### src/rtl/hazard_scoreboard_pkg.sv
// Shared constants for the hazard scoreboard: field widths, the Tuse
// "operand unused" encoding, HI/LO unit latencies and the Tnew class of each
// producer as it enters E.
package hazard_scoreboard_pkg;

  localparam int unsigned HS_TNEW_W   = 2;
  localparam int unsigned HS_MULT_LAT = 5;
  localparam int unsigned HS_DIV_LAT  = 10;
  localparam int unsigned HS_CNT_W    = 4;

  // Tuse value meaning "this operand is not read"
  localparam logic [HS_TNEW_W-1:0] TUSE_UNUSED = '1;

  // Tnew at E entry per producer class
  localparam logic [HS_TNEW_W-1:0] TNEW_PC8 = HS_TNEW_W'(0);
  localparam logic [HS_TNEW_W-1:0] TNEW_ALU = HS_TNEW_W'(1);
  localparam logic [HS_TNEW_W-1:0] TNEW_DM  = HS_TNEW_W'(2);

endpackage

### src/rtl/hs_match.sv
// Youngest-match priority encoder for one D-stage source operand.
// Ports:
//   valid_i  - D holds a real instruction
//   addr_i   - source register index
//   tuse_i   - cycles until the operand is needed (all-ones = unused)
//   a3_i     - destination index per tracked stage (1 = youngest)
//   tnew_i   - remaining Tnew per tracked stage
//   hazard_o - youngest producer is not ready in time (combinational)
//   sel_o    - stage to forward from in D, 0 = register file (combinational)
module hs_match #(
  parameter int unsigned STAGES = 3,
  parameter int unsigned TNEW_W = 2,
  parameter int unsigned SEL_W  = 2
) (
  input  logic                           valid_i,
  input  logic [4:0]                     addr_i,
  input  logic [TNEW_W-1:0]              tuse_i,
  input  logic [STAGES:1][4:0]           a3_i,
  input  logic [STAGES:1][TNEW_W-1:0]    tnew_i,
  output logic                           hazard_o,
  output logic [SEL_W-1:0]               sel_o
);

  // Scan oldest to youngest so the youngest match is the last one written.
  always_comb begin
    hazard_o = 1'b0;
    sel_o    = '0;
    if (valid_i && (addr_i != 5'd0) && (tuse_i != '1)) begin
      for (int k = int'(STAGES); k >= 1; k--) begin
        if (a3_i[k] == addr_i) begin
          hazard_o = (tnew_i[k] > tuse_i);
          sel_o    = (tnew_i[k] == '0) ? SEL_W'(k) : '0;
        end
      end
    end
  end

endmodule

### src/rtl/hazard_scoreboard.sv
// D-stage hazard unit: shift-register scoreboard of (A3, Tnew) for the stages
// after D plus a HI/LO busy counter. Produces the D stall, the D forwarding
// selects for rs/rt and the HI/LO busy flag.
// Ports:
//   clk, reset            - clock, async active-low reset
//   d_*                   - decoded fields of the instruction in D
//   flush                 - send a bubble into stage 1 instead of D
//   stall                 - hold PC and F/D, bubble into E (combinational)
//   fwd_rs_sel/fwd_rt_sel - 0 = register file, k = stage k result
//   md_busy               - HI/LO unit busy
module hazard_scoreboard
  import hazard_scoreboard_pkg::*;
#(
  parameter int unsigned STAGES   = 3,
  parameter int unsigned TNEW_W   = HS_TNEW_W,
  parameter int unsigned MULT_LAT = HS_MULT_LAT,
  parameter int unsigned DIV_LAT  = HS_DIV_LAT,
  parameter int unsigned CNT_W    = HS_CNT_W,
  localparam int unsigned SEL_W   = $clog2(STAGES + 1)
) (
  input  logic              clk,
  input  logic              reset,
  input  logic              d_valid,
  input  logic [4:0]        d_a1,
  input  logic [4:0]        d_a2,
  input  logic [TNEW_W-1:0] d_tuse_rs,
  input  logic [TNEW_W-1:0] d_tuse_rt,
  input  logic [4:0]        d_a3,
  input  logic [TNEW_W-1:0] d_tnew,
  input  logic              d_md_start,
  input  logic              d_md_div,
  input  logic              d_md_use,
  input  logic              flush,
  output logic              stall,
  output logic [SEL_W-1:0]  fwd_rs_sel,
  output logic [SEL_W-1:0]  fwd_rt_sel,
  output logic              md_busy
);

  logic [STAGES:1][4:0]        a3_q, a3_d;
  logic [STAGES:1][TNEW_W-1:0] tnew_q, tnew_d;
  logic [CNT_W-1:0]            md_cnt_q, md_cnt_d;

  logic hz_rs, hz_rt, md_stall, d_issue;

  hs_match #(.STAGES(STAGES), .TNEW_W(TNEW_W), .SEL_W(SEL_W)) u_match_rs (
    .valid_i  (d_valid),
    .addr_i   (d_a1),
    .tuse_i   (d_tuse_rs),
    .a3_i     (a3_q),
    .tnew_i   (tnew_q),
    .hazard_o (hz_rs),
    .sel_o    (fwd_rs_sel)
  );

  hs_match #(.STAGES(STAGES), .TNEW_W(TNEW_W), .SEL_W(SEL_W)) u_match_rt (
    .valid_i  (d_valid),
    .addr_i   (d_a2),
    .tuse_i   (d_tuse_rt),
    .a3_i     (a3_q),
    .tnew_i   (tnew_q),
    .hazard_o (hz_rt),
    .sel_o    (fwd_rt_sel)
  );

  assign md_busy  = (md_cnt_q != '0);
  assign md_stall = d_valid & d_md_use & md_busy;
  assign stall    = hz_rs | hz_rt | md_stall;
  // D instruction actually leaves D this cycle
  assign d_issue  = d_valid & ~stall & ~flush;

  // Scoreboard advance: Tnew counts down (floored at 0) as entries age.
  always_comb begin
    a3_d   = a3_q;
    tnew_d = tnew_q;
    for (int k = 2; k <= int'(STAGES); k++) begin
      a3_d[k]   = a3_q[k-1];
      tnew_d[k] = (tnew_q[k-1] == '0) ? '0 : tnew_q[k-1] - TNEW_W'(1);
    end
    a3_d[1]   = d_issue ? d_a3   : 5'd0;
    tnew_d[1] = d_issue ? d_tnew : '0;
  end

  // HI/LO busy counter: reload on an issuing md op, else count down to 0.
  always_comb begin
    md_cnt_d = md_cnt_q;
    if (d_issue && d_md_start) begin
      md_cnt_d = d_md_div ? CNT_W'(DIV_LAT) : CNT_W'(MULT_LAT);
    end else if (md_cnt_q != '0) begin
      md_cnt_d = md_cnt_q - CNT_W'(1);
    end
  end

  always_ff @(posedge clk or negedge reset) begin
    if (!reset) begin
      a3_q     <= '0;
      tnew_q   <= '0;
      md_cnt_q <= '0;
    end else begin
      a3_q     <= a3_d;
      tnew_q   <= tnew_d;
      md_cnt_q <= md_cnt_d;
    end
  end

endmodule

### config.mk
export PLATFORM = sky130hd
export DESIGN_NAME = hazard_scoreboard
export DESIGN_NICKNAME = d
export VERILOG_FILES = /design/src/rtl/hazard_scoreboard_pkg.sv /design/src/rtl/hs_match.sv /design/src/rtl/hazard_scoreboard.sv
export SDC_FILE = /design/constraint.sdc
export NUM_CORES = 1
export LEC_CHECK = 0
export CORE_UTILIZATION = 55
export DETAILED_ROUTE_END_ITERATION = 12
export PLACE_DENSITY = 0.86
export SLEW_MARGIN = 5
export SYNTH_ARGS = -nofsm -noshare
export SYNTH_HDL_FRONTEND = slang
export SYNTH_SLANG_ARGS = --single-unit
### constraint.sdc
create_clock -name clk -period 4.17 [get_ports clk]
set_clock_uncertainty 0.05 [all_clocks]
set_input_delay 0.417 -clock clk [delete_from_list [all_inputs] [get_ports clk]]
set_output_delay 0.417 -clock clk [all_outputs]
set_load 0.03 [all_outputs]
==> qor.txt, run 1 <==
result of the run: finished with violations
failing checks: design-rule violations
longest individual stage delay on the worst path: 0.61 ns
Pins Over Slew Limit: 0
end of the worst register-to-register path: md_cnt_q[1]
DR vias/cell: 5.658
slowest CP cell: clkdlybuf4s50_1
Post-Route WL: 3448 µm
Post-CTS Resized: 0
total clock buffers created by CTS: 3
fraction of synthesized cell area taken by the top area cell type: 0.3779
category of the worst setup path capture point: primary output
DP HPWL: 2921 µm
largest cells by area after synthesis: dfrtp_1 (38%), ha_1 (11%), xnor2_1 (8.5%), xor2_1 (6.3%), nor2b_1 (3.8%)
aggregate global-route resource usage: 0.2432
Mapped Avg Cell Area: 9.680 µm²
launching point of the worst reg2reg path: tnew_q[3]
Core ar.: 2805 µm²
worst endpoint required time: 3.70 ns
chip width: 56.86 µm
pin count of the biggest net entering global routing: 26
YS warnings: 0
final worst-path cycle share: 0.8210
root buffer cell: clkbuf_4
Final Critical Period: 3.423 ns
count of buffers inserted at the top-level ports: 33
clock-pin transition on the worst setup and hold timing paths: 0.14 ns
Critical Path Source: d_a1[0]
clock latency reported for the late side of the worst-skew pair: 0.32 ns
total via count in the routed design: 1341
worst reg-to-reg path cell count: 8
RSZ-0062 raised after global routing: no
critical setup path kind: input pin to primary output
worst supply voltage drop on vdd: 0.0002699 V
leak pwr: 0.9560 nW
number of distinct library cells after synthesis: 37
site row count: 19
P&R area growth vs syn: 23.43%
overall overflow remaining after global route: 0
number of standard cells after synthesis: 171
top library cells by usage in the layout, fill and taps aside: clkdlybuf4s50_1 (33), dfrtp_1 (25), xnor2_1 (16)
final cell count without fillers: 237
register bit total from synthesis: 25
postcts setup bufs: 0
ANT nets after route: 0
Iter 0 DRT Violations: 33
most frequent standard cell in the layout excluding fill and tap cells: clkdlybuf4s50_1
Num Clock Sinks: 25
cell area after synthesis: 1655 µm²
ratio of total power to cell area: 310.4 nW/µm²
arrival time worst endpoint: 2.96 ns
number of global-route vias before repair: 1371
worst slew slack as a fraction of its limit: 0.2696
Ports: 34
Fill cells: 210
maximum number of buffers from clock root to sink: 2
cell repeated most along the worst path: clkdlybuf4s50_1
Cell Chain, Critical Path: clkdlybuf4s50_1 > xnor2_1 > nand3_1 > nor3_1 > a21oi_1 > a221o_1 > clkdlybuf4s50_1
CTS tree: built
number of nets produced by synthesis: 213
largest area contributor in the netlist: dfrtp_1
weighted congestion reported at the end of routability-driven placement: 0.9068
DRC Markers: 2
setup slack, reg-to-reg: 1.22 ns
startpoint type of the worst setup path: input pin
wire length per cell after detailed routing: 14.55 µm
count of flip-flops with a built-in enable after synthesis: 0
Pre-antenna DRT Iters: 8
Post-CTS Hold Buffers: 0
most instantiated flip-flop cell in the synthesis netlist: dfrtp_1
global-route wire length before repair: 6030 µm
worst hold-check path type: register to register
initial core utilization: 0.5901
share of layout cells above drive strength 1: 0.03883
instance count along the most critical hold path: 0
H-Tree Depth: 1
Die Area: 3233 µm²
number of violations of the max-capacitance limit: 0
Least-Margin Pin Slew: 1.092 ns
number of diodes: 0
hold_sp: a3_d[9]
Highest Clock Rate: 292.1 MHz
total count of hold-check failures in the final report: 0
DIE HEIGHT: 56.86 µm
Final Net Count: 249
placed cell count: 233
initial antenna violation count: 0
biggest fanout along the worst timing path: 5
TNS Setup: 0 ns
sequential element share of the synthesized area: 0.3779
worst hold endpoint: a3_d[14]
Final setup viols: 0
async set-or-reset flop fraction in the synthesized netlist: 1.000
## cell usage after synthesis, drive strengths merged (4+ instances only)
master and instances:
mux2i 4, xnor2 16, and2 9, nor2 9
xor2 12, nor3 9, nand2 11, a21oi 5
nor2b 10, inv 13, o21ai 5, dfrtp 25
ha 14
## state kept, by name, summed over array words and instances (netlist names)
signal	cells
a3_d	10
tnew_q	6
a3_q	5
md_cnt_q	4
## through the flow
stage / area [µm²] / utilization / power (mW) / worst slack [ns] / hold slack, ns
floorplan: 1655 / - / 0.4529 / 1.203 / 0.07141
global placement: 2016 / 0.7186 / 0.5215 / 0.7055 / 0.3774
detailed placement: 2016 / 0.7186 / 0.5340 / 0.6948 / 0.3768
CTS: 2043 / 0.7284 / 0.6392 / 0.7609 / 0.4076
global route: 2043 / 0.7284 / 0.6802 / 0.6511 / 0.4236
finish: 2043 / 0.7284 / 0.6343 / 0.7466 / 0.4073
## metal layers
layer / wire length [µm] / GRT usage
met4: 70 / 0.08711
met3: 150 / 0.02765
met2: 1736 / 0.4082
met1: 1491 / 0.3254
met5: 0 / 0
## cell type report
cell class / count / area [µm²] / share of cell area
clock buffers: 3 / 22.52 / 0.01102
clock inverters: 1 / 5.005 / 0.002449
inverters: 13 / 48.80 / 0.02388
multi-input cells: 131 / 972.2 / 0.4758
flip-flops and latches: 25 / 625.6 / 0.3062
well taps: 31 / 38.79 / 0.01898
repair buffers: 33 / 330.3 / 0.1617
## power breakdown
part	internal, mW	leakage [nW]	total [mW]	switching [mW]
combinational	0.124	0.604	0.228	0.104
sequential	0.272	0.334	0.299	0.0271
clock	0.0359	0.0177	0.107	0.0714
## cells by family after synthesis
kind of cell / after synthesis / share of synthesized area
AO/OA/AOI/OAI: 20 / 0.08390
XOR/XNOR: 28 / 0.1481
adder cells (fa/ha/maj): 14 / 0.1058
buffers and inverters: 15 / 0.03476
flip-flops: 25 / 0.3779
multiplexers: 6 / 0.04233
AND/OR/NAND/NOR: 63 / 0.2071
## how the worst max path moves through the flow
| stage | to |
|---|---|
| global placement | md_cnt_q[1] |
| CTS | stall |
| floorplan | md_cnt_q[1] |
| detailed placement | md_cnt_q[1] |
| finish | stall |
| global route | stall |
## critical path: cells and delay by family
kind / cells / cell delay, ns
buffers and inverters: 2 / 1.21
AND/OR/NAND/NOR: 2 / 0.60
AO/OA/AOI/OAI: 2 / 0.57
XOR/XNOR: 1 / 0.16
Power figures use the tool's default switching activity.
==> inputs of run 2 (changes only) <==
CORE_UTILIZATION = 51   (was 55)
PLACE_DENSITY = 0.81   (was 0.86)
clock period = 3.55 ns   (was 4.17 ns; I/O delays follow)
==> qor.txt, run 2 (synthesis results as in run 1) <==
CTS tree: built
Pins Over Slew Limit: 0 (unchanged)
Cell Chain, Critical Path: clkdlybuf4s50_1 > nor2b_1 > a2111o_1 > nor4_1 > and3_1 > nor2_1 > nor3_1 > clkdlybuf4s50_1
setup slack, reg-to-reg: 0.62 ns (-0.60 ns)
arrival time worst endpoint: 2.91 ns (-0.05 ns)
DRC Markers: 0 (-2)
DIE HEIGHT: 58.97 µm (+3.7%)
clock latency reported for the late side of the worst-skew pair: 0.33 ns (about the same)
worst endpoint required time: 3.14 ns (-0.56 ns)
Num Clock Sinks: 25 (unchanged)
total via count in the routed design: 1407 (+4.9%)
weighted congestion reported at the end of routability-driven placement: 0.9207 (+1.5%)
site row count: 20 (+1)
wire length per cell after detailed routing: 15.31 µm (+5.2%)
category of the worst setup path capture point: primary output
Post-CTS Hold Buffers: 0 (unchanged)
Ports: 34 (unchanged)
ANT nets after route: 0 (unchanged)
DR WL met3: 206 µm (+37%)
flip-flop count of the largest register after layout: 10 (unchanged)
global-route wire length before repair: 6451 µm (+7.0%)
result of the run: complete, no violations
design internal power: 0.5132 mW (+19%)
Fill cells: 253 (+20%)
Post-Route WL: 3873 µm (+12%)
final worst-path cycle share: 0.9325
worst slew slack as a fraction of its limit: 0.2797 (+0.01018)
Final setup viols: 0 (unchanged)
Post-Route M1 WL: 1530 µm (+2.6%)
count of buffers inserted at the top-level ports: 33 (unchanged)
P&R area growth vs syn: 26.00%
maximum number of buffers from clock root to sink: 2 (unchanged)
ratio of total power to cell area: 366.6 nW/µm² (+18%)
initial antenna violation count: 0 (unchanged)
number of diodes: 0 (unchanged)
chip width: 58.97 µm (+3.7%)
Switching Fraction: 0.3287 (+0.009034)
aggregate global-route resource usage: 0.2552 (+0.01192)
Core ar.: 3078 µm² (+9.7%)
Die Area: 3477 µm² (+7.6%)
initial core utilization: 0.5378 (-0.05229)
post-route core utilization: 0.6776 (-0.05073)
total clock buffers created by CTS: 3 (unchanged)
top library cells by usage in the layout, fill and taps aside: clkdlybuf4s50_1 (33), dfrtp_1 (25), xnor2_1 (16)
Least-Margin Pin Slew: 1.077 ns (-0.01522 ns)
fraction of power consumed by sequential logic: 0.458 (-0.013)
postcts setup bufs: 0 (unchanged)
Post-CTS Resized: 0 (unchanged)
pin count of the biggest net entering global routing: 26 (unchanged)
share of layout cells above drive strength 1: 0.05263 (+0.01380)
longest individual stage delay on the worst path: 0.69 ns (+0.08 ns)
worst supply voltage drop on vdd: 0.0003202 V (+19%)
most frequent standard cell in the layout excluding fill and tap cells: clkdlybuf4s50_1
Iter 0 DRT Violations: 58 (+76%)
leak pwr: 0.9720 nW (+1.7%)
startpoint type of the worst setup path: input pin
DR vias/cell: 5.561 (-1.7%)
part of the power in the clock network: 0.182 (+0.013)
number of violations of the max-capacitance limit: 0 (unchanged)
Final Critical Period: 3.310 ns
post-place instance area: 2054 µm² (+1.9%)
cell repeated most along the worst path: clkdlybuf4s50_1
overall overflow remaining after global route: 0 (unchanged)
Pre-antenna DRT Iters: 4 (-4)
combinational share of power: 0.360 (about the same)
Top Metal Used: met4
total count of hold-check failures in the final report: 0 (unchanged)
DP HPWL: 3246 µm (+11%)
root buffer cell: clkbuf_4
number of global-route vias before repair: 1514 (+10%)
RSZ-0062 raised after global routing: no
area of the multi-input gates: 972.2 µm² (unchanged)
critical setup path kind: input pin to primary output
worst hold-check path type: register to register
clock-pin transition on the worst setup and hold timing paths: 0.15 ns (about the same)
H-Tree Depth: 1 (unchanged)
switching pwr: 0.2513 mW (+24%)
biggest fanout along the worst timing path: 5 (unchanged)
Highest Clock Rate: 302.1 MHz
Final Net Count: 252 (+1.2%)
slowest CP cell: clkdlybuf4s50_1
Design Area, Final: 2086 µm² (+2.1%)
metal2 WL: 2035 µm (+17%)
flip-flop and latch area: 625.6 µm² (unchanged)
TNS Setup: 0 ns (unchanged)
==> run 2: changes by cell type in the layout (fill, tap and decap cells not counted), sizes merged <==
cell    change
buf         +3
clkinv      -1
inv         +1
==> run 2: per-layer routing <==
layer	track usage	up-vias
li1	-	664
met1	0.2981	682
met2	0.4529	49
met3	0.04148	12
met4	0.1259	0
met5	0	-
==> run 2: critical path, delay by kind of cell <==
| family | cells | cell delay [ns] |
|---|---|---|
| simple gates | 5 | 0.95 |
| compound gates | 1 | 0.34 |
| buf+inv | 2 | 1.24 |
==> run 2: worst paths after layout <==
path,start,to,depth (start not counted)
hold reg to reg,a3_d[9],a3_d[14],0
setup / recovery,d_a1[0],fwd_rs_sel[1],8
hold / removal,a3_d[9],a3_d[14],0
max in group asynchronous,reset,tnew_q[0],1
min in group asynchronous,reset,a3_d[13],1
setup reg to reg,tnew_q[3],md_cnt_q[3],8
==> run 2: layout make-up <==
cell class / instances / share of cell area
Multi-Input combinational cell: 131 / 0.4661
Sequential cell: 25 / 0.2999
Timing Repair Buffer: 36 / 0.1692
Tap cell: 44 / 0.02639
Inverter: 13 / 0.02340
Clock buffer: 3 / 0.01080
Clock inverter: 1 / 0.004199
==> run 2: stage by stage <==
step	power (mW)	hold slack, ns	cells	setup WS (ns)
global placement	0.6152	0.3726	249	0.2625
detailed placement	0.6318	0.3845	249	0.1625
global route	0.8117	0.4385	253	0.1095
CTS	0.7695	0.4180	253	0.2429
floorplan	0.5320	0.009409	171	0.5831
finish	0.7646	0.4090	253	0.2396
==> run 2: power groups by stage <==
| stage | logic (mW) | clock network [mW] | registers [mW] |
|---|---|---|---|
| finish | 0.275 | 0.139 | 0.350 |
| global route | 0.304 | 0.152 | 0.355 |
| CTS | 0.277 | 0.143 | 0.350 |
| detailed placement | 0.277 | 0 | 0.355 |
| global placement | 0.262 | 0 | 0.353 |
| floorplan | 0.185 | 0 | 0.347 |
